## src/rtl/btn_debounce_array.sv

```systemverilog
// Multi-channel button conditioner: 2-FF synchronizer, stable-count debounce,
// press/release edge pulses and long-press / auto-repeat hold pulses per channel.
// Hold FSM:  state        | meaning
//            ST_IDLE      | released, hold counter idle
//            ST_WAIT_LONG | pressed, counting toward the first hold pulse (or parked)
//            ST_REPEAT    | pressed past LONG_CYC, pulsing every REPEAT_CYC cycles
module btn_debounce_array #(
    parameter int N_CH       = 4,
    parameter int STABLE_CYC = 1000000,
    parameter bit ACTIVE_LOW = 1'b1,
    parameter int LONG_CYC   = 50000000,
    parameter int REPEAT_CYC = 10000000
) (
    input  logic            clk,
    input  logic            rst,
    input  logic [N_CH-1:0] btn,
    output logic [N_CH-1:0] btn_level,
    output logic [N_CH-1:0] btn_press,
    output logic [N_CH-1:0] btn_release,
    output logic [N_CH-1:0] btn_hold,
    output logic            any_press
);

    localparam int SW   = $clog2(STABLE_CYC + 1);
    localparam int HMAX = (LONG_CYC > REPEAT_CYC) ? LONG_CYC : REPEAT_CYC;
    localparam int HW   = $clog2(HMAX + 1);

    localparam logic [1:0] ST_IDLE      = 2'd0;
    localparam logic [1:0] ST_WAIT_LONG = 2'd1;
    localparam logic [1:0] ST_REPEAT    = 2'd2;

    localparam logic [N_CH-1:0] INACTIVE = {N_CH{ACTIVE_LOW}};

    logic [N_CH-1:0] r_sync1;
    logic [N_CH-1:0] r_sync2;
    logic [N_CH-1:0] w_s;
    logic [N_CH-1:0] w_rise_v;
    logic            r_any;

    always_ff @(posedge clk) begin
        if (rst) begin
            r_sync1 <= INACTIVE;
            r_sync2 <= INACTIVE;
        end else begin
            r_sync1 <= btn;
            r_sync2 <= r_sync1;
        end
    end

    assign w_s = ACTIVE_LOW ? ~r_sync2 : r_sync2;

    for (genvar g = 0; g < N_CH; g++) begin : g_ch
        logic [SW-1:0] r_stab;
        logic [HW-1:0] r_hcnt;
        logic [1:0]    r_state;
        logic          r_lvl;
        logic          r_prs;
        logic          r_rel;
        logic          r_hld;
        logic          w_toggle;
        logic          w_rise;
        logic          w_fall;

        assign w_toggle    = (w_s[g] != r_lvl) && (r_stab == SW'(STABLE_CYC - 1));
        assign w_rise      = w_toggle && !r_lvl;
        assign w_fall      = w_toggle && r_lvl;
        assign w_rise_v[g] = w_rise;

        always_ff @(posedge clk) begin
            if (rst) begin
                r_stab <= '0;
                r_lvl  <= 1'b0;
                r_prs  <= 1'b0;
                r_rel  <= 1'b0;
            end else begin
                r_prs <= w_rise;
                r_rel <= w_fall;
                if (w_s[g] == r_lvl || w_toggle) begin
                    r_stab <= '0;
                end else begin
                    r_stab <= r_stab + SW'(1);
                end
                if (w_toggle) begin
                    r_lvl <= ~r_lvl;
                end
            end
        end

        // A falling level always wins so no hold pulse can share the release edge.
        always_ff @(posedge clk) begin
            if (rst) begin
                r_state <= ST_IDLE;
                r_hcnt  <= '0;
                r_hld   <= 1'b0;
            end else begin
                r_hld <= 1'b0;
                if (w_fall) begin
                    r_state <= ST_IDLE;
                    r_hcnt  <= '0;
                end else begin
                    case (r_state)
                        ST_IDLE: begin
                            if (w_rise) begin
                                r_state <= ST_WAIT_LONG;
                                r_hcnt  <= '0;
                            end
                        end
                        ST_WAIT_LONG: begin
                            if (r_hcnt == HW'(LONG_CYC - 1)) begin
                                r_hld <= 1'b1;
                                if (REPEAT_CYC > 0) begin
                                    r_state <= ST_REPEAT;
                                    r_hcnt  <= '0;
                                end else begin
                                    r_hcnt  <= HW'(LONG_CYC);
                                end
                            end else if (r_hcnt != HW'(LONG_CYC)) begin
                                r_hcnt <= r_hcnt + HW'(1);
                            end
                        end
                        ST_REPEAT: begin
                            if (r_hcnt == HW'(REPEAT_CYC - 1)) begin
                                r_hld  <= 1'b1;
                                r_hcnt <= '0;
                            end else begin
                                r_hcnt <= r_hcnt + HW'(1);
                            end
                        end
                        default: begin
                            r_state <= ST_IDLE;
                            r_hcnt  <= '0;
                        end
                    endcase
                end
            end
        end

        assign btn_level[g]   = r_lvl;
        assign btn_press[g]   = r_prs;
        assign btn_release[g] = r_rel;
        assign btn_hold[g]    = r_hld;
    end

    always_ff @(posedge clk) begin
        if (rst) begin
            r_any <= 1'b0;
        end else begin
            r_any <= |w_rise_v;
        end
    end

    assign any_press = r_any;

endmodule

```

## config.mk

```make
export PLATFORM = sky130hd
export DESIGN_NAME = btn_debounce_array
export DESIGN_NICKNAME = d
export VERILOG_FILES = /design/src/rtl/btn_debounce_array.sv
export SDC_FILE = /design/constraint.sdc
export NUM_CORES = 1
export LEC_CHECK = 0
export BUFFER_PORTS_ARGS = -buffer_cell sky130_fd_sc_hd__buf_2
export CAP_MARGIN = 30
export CORE_ASPECT_RATIO = 1.25
export CORE_MARGIN = 5
export CORE_UTILIZATION = 50
export CTS_BUF_LIST = sky130_fd_sc_hd__clkbuf_4
export DETAILED_ROUTE_END_ITERATION = 10
export GPL_TIMING_DRIVEN = 0
export PLACE_DENSITY_LB_ADDON = 0.25
export SLEW_MARGIN = 10
export SYNTH_ARGS = -nofsm -noshare
export SYNTH_HDL_FRONTEND = slang
export SYNTH_SLANG_ARGS = --single-unit
```

## constraint.sdc

```tcl
create_clock -name clk -period 4.75 [get_ports clk]
set_input_delay 0.475 -clock clk [delete_from_list [all_inputs] [get_ports clk]]
set_output_delay 0.475 -clock clk [all_outputs]
set_load 0.01 [all_outputs]
```

==> results.cfg <==
[outcome]
status = complete, no violations

[finish]
largest_register = g_ch.r_hcnt
largest_register_ffs = 104
top_regs = g_ch.r_hcnt (104), g_ch.r_stab (80), g_ch.r_state (8)
area_growth_pct = 10.8
fin_cells = 1788
drive_gt1_share_pct = 9.64
fin_nets = 1493

[cts]
cts_made_buffers = 57
cts_tree = done
clockBufferDepth = 3
cts.sinks = 217
htreeDepth = 2
post_cts_buffers = 0
clkLatencyLatePin_ns = 0.68
path_clk_slew_ns = 0.07
clock-root-buffer = clkbuf_4

[logic_synthesis]
synth_common_cells = dfxtp_1, nor2_1, nand2_1
synth_cells = 1377
synth.avg_cell_area_um2 = 8.12
ys_seq_area_share_pct = 38.9
ys_ff_latch = 217
synth.most_common_cell = dfxtp_1
syn_nets = 1408
synth.top_cell.area_share_pct = 38.9
synth_area_mm2 = 0.0112
synth-main-ff-cell = dfxtp_1
yosysTopAreaCell = dfxtp_1
yosysWarnings = 0
synth_edf_count = 0
yosysUniqueCellTypes = 70
synthTopCellsByArea = dfxtp_1, nor2_1, nand2_1
ys_async_sr_fraction_pct = 0

[worst_setup_path]
cp-end-kind = flip-flop
critical_path.top_delay_family = compound AO/OA/AOI/OAI gates
worstSetupStartpointType = flip-flop
cp_cell_sequence = ha_1 > and4_1 > nand4_1 > o31ai_1 > o21ai_0 > clkbuf_1 > nor2_1 > clkbuf_1 > a22o_1
path_common_cell = clkbuf_1
path_max_fanout = 10
worst-path-buf-inv = 2
cp.required_ns = 5.37
crit_type = flip-flop to flip-flop
cpPeakStageDelay_ns = 0.57
critPathSlowestCell = o31ai_1
worstPathArrival_ns = 4.07

[grt]
grt_usage_pct = 21.8
overflow = 0
grt_pass1_vias = 10300
grt_first_pass_wirelength_mm = 47.4
antenna_found_initial = 1
grt_max_degree = 16

[power_and_ir_drop]
switching_power_uw = 834
pwr_density_cell_mw_per_mm2 = 280
p_leak_uw = 0.00406
intPower_uw = 2630
swShare_pct = 24.1
pwr-share-seq_pct = 52.7
ir_drop_mv = 0.176
comb_power_share_pct = 1.7
pwr-share-clk_pct = 45.6

[die]
ios = 23
start_util_pct = 50.5
die_width_um = 144
die-area_mm2 = 0.0255
die_h_um = 177
num_rows = 61
core-area_mm2 = 0.0221

[timing]
relSlewSlack_pct = 35.6
rsz0062_at_grt = no
setup_tns_ns = 0
setup_violations = 0
hold_violations = 0
fin_crit_sh_pct = 72.6
finClkSkew_ns = 0.0316
min_period_ns = 3.45
worst_pin_slew_ns = 0.958
maxSlewViolCount = 0
fmax_mhz = 290
hold_slack_ns = 0.416

[detailed_routing]
routedWlPerCell_um = 15.5
drc = 0
wirelength_mm = 27.7
drt_pre_antenna_iters = 6
drt-initial-drc-count = 882
viasPerCell = 5.94
num_vias = 10600
postRouteAntennaNets = 0

[placement]
dp_hpwl_mm = 18.9
routabilityCongestion = 0.929
io_buffers = 21
dp.cells = 1682

[hold_path]
hp-class = flip-flop to flip-flop

[flow_run]
cap_violations = 0
-- power by group through the flow --
stage / registers, uW / logic (uW) / clock network [uW]
6_report: 1830 / 58.6 / 1580
5_1_grt: 1830 / 65.2 / 1740
4_1_cts: 1830 / 58.2 / 1640
3_5_place_dp: 1870 / 55.7 / 0
3_3_place_gp: 1870 / 55.3 / 0
2_1_floorplan: 1870 / 36.3 / 0
-- cell usage in the layout, fill, tap and decap left out, types with 42 or more instances in the layout --
master,count
nand3_1,94
clkbuf_1,55
nor2_1,142
a21oi_1,61
inv_1,54
dfxtp_1,217
o22ai_1,42
nand4_1,55
nand2_1,128
clkbuf_4,75
-- metrics by stage --
step | utilization [%] | area [um^2] | power, uW | setup slack [ns]
after floorplan | - | 11200 | 1900 | 1.94
after global placement | 52.6 | 11600 | 1920 | 1.41
after detailed placement | 52.6 | 11600 | 1920 | 1.32
after CTS | 55.9 | 12400 | 3520 | 1.35
after global routing | 55.9 | 12400 | 3630 | 1.07
final | 55.9 | 12400 | 3460 | 1.30
-- worst reg2reg max path, stage by stage, from the launching register on --
cell      delay (ns)
dfxtp_1         0.36
ha_1            0.21
and4_1          0.28
nand4_1         0.25
o31ai_1         0.57
o21ai_0         0.43
clkbuf_1        0.35
nor2_1          0.26
clkbuf_1        0.47
a22o_1          0.23
-- repair_timing --
item                      CTS  global route
gates resized for setup     0             0
hold endpoints to repair    4             0
hold buffers                4             0
-- logic make-up (layout without fill, tap and decap cells) --
| kind of cell | after synthesis | after routing | synth area share (%) |
|---|---|---|---|
| AO/OA/AOI/OAI | 271 | 271 | 16.3 |
| adder cells (fa/ha/maj) | 25 | 25 | 2.80 |
| multiplexers | 4 | 4 | 0.370 |
| flip-flops | 217 | 217 | 38.9 |
| AND/OR/NAND/NOR | 661 | 661 | 31.3 |
| XOR/XNOR | 69 | 69 | 5.41 |
| other | 0 | 1 | 0 |
| buffers and inverters | 130 | 257 | 4.96 |
-- metal layers --
layer  vias up  routed length [um]  track usage [%]
met1      4916               12100             27.5
met2       348               13000             36.6
met3        87                1740             4.22
met4         0                 893             8.83
li1       5275                   -                -
met5         -                   0                0
-- final timing paths --
path                                                    from                             end  slack, ns  cells past startpoint
worst max-delay path            g_ch[1].r_stab[0]$_SDFF_PP0_  g_ch[1].r_hcnt[4]$_SDFFE_PP0P_       1.30                      9
worst min-delay path                   r_sync1[0]$_SDFF_PP1_           r_sync2[0]$_SDFF_PP1_       0.42                      1
worst max register to register  g_ch[1].r_stab[0]$_SDFF_PP0_  g_ch[1].r_hcnt[4]$_SDFFE_PP0P_       1.30                      9
worst min register to register         r_sync1[0]$_SDFF_PP1_           r_sync2[0]$_SDFF_PP1_       0.42                      1
-- area by class of cell --
class                      count  area (um^2)
fill                        2101         9750
multi-input combinational   1030         6280
sequential                   217         4340
clock buffer                  75          563
tap                          283          354
buffer                        76          352
inverter                      54          203
timing repair buffer          26          156
clock inverter                26          131
antenna                        1         2.50
No activity file was read; power rests on OpenSTA's default activity.
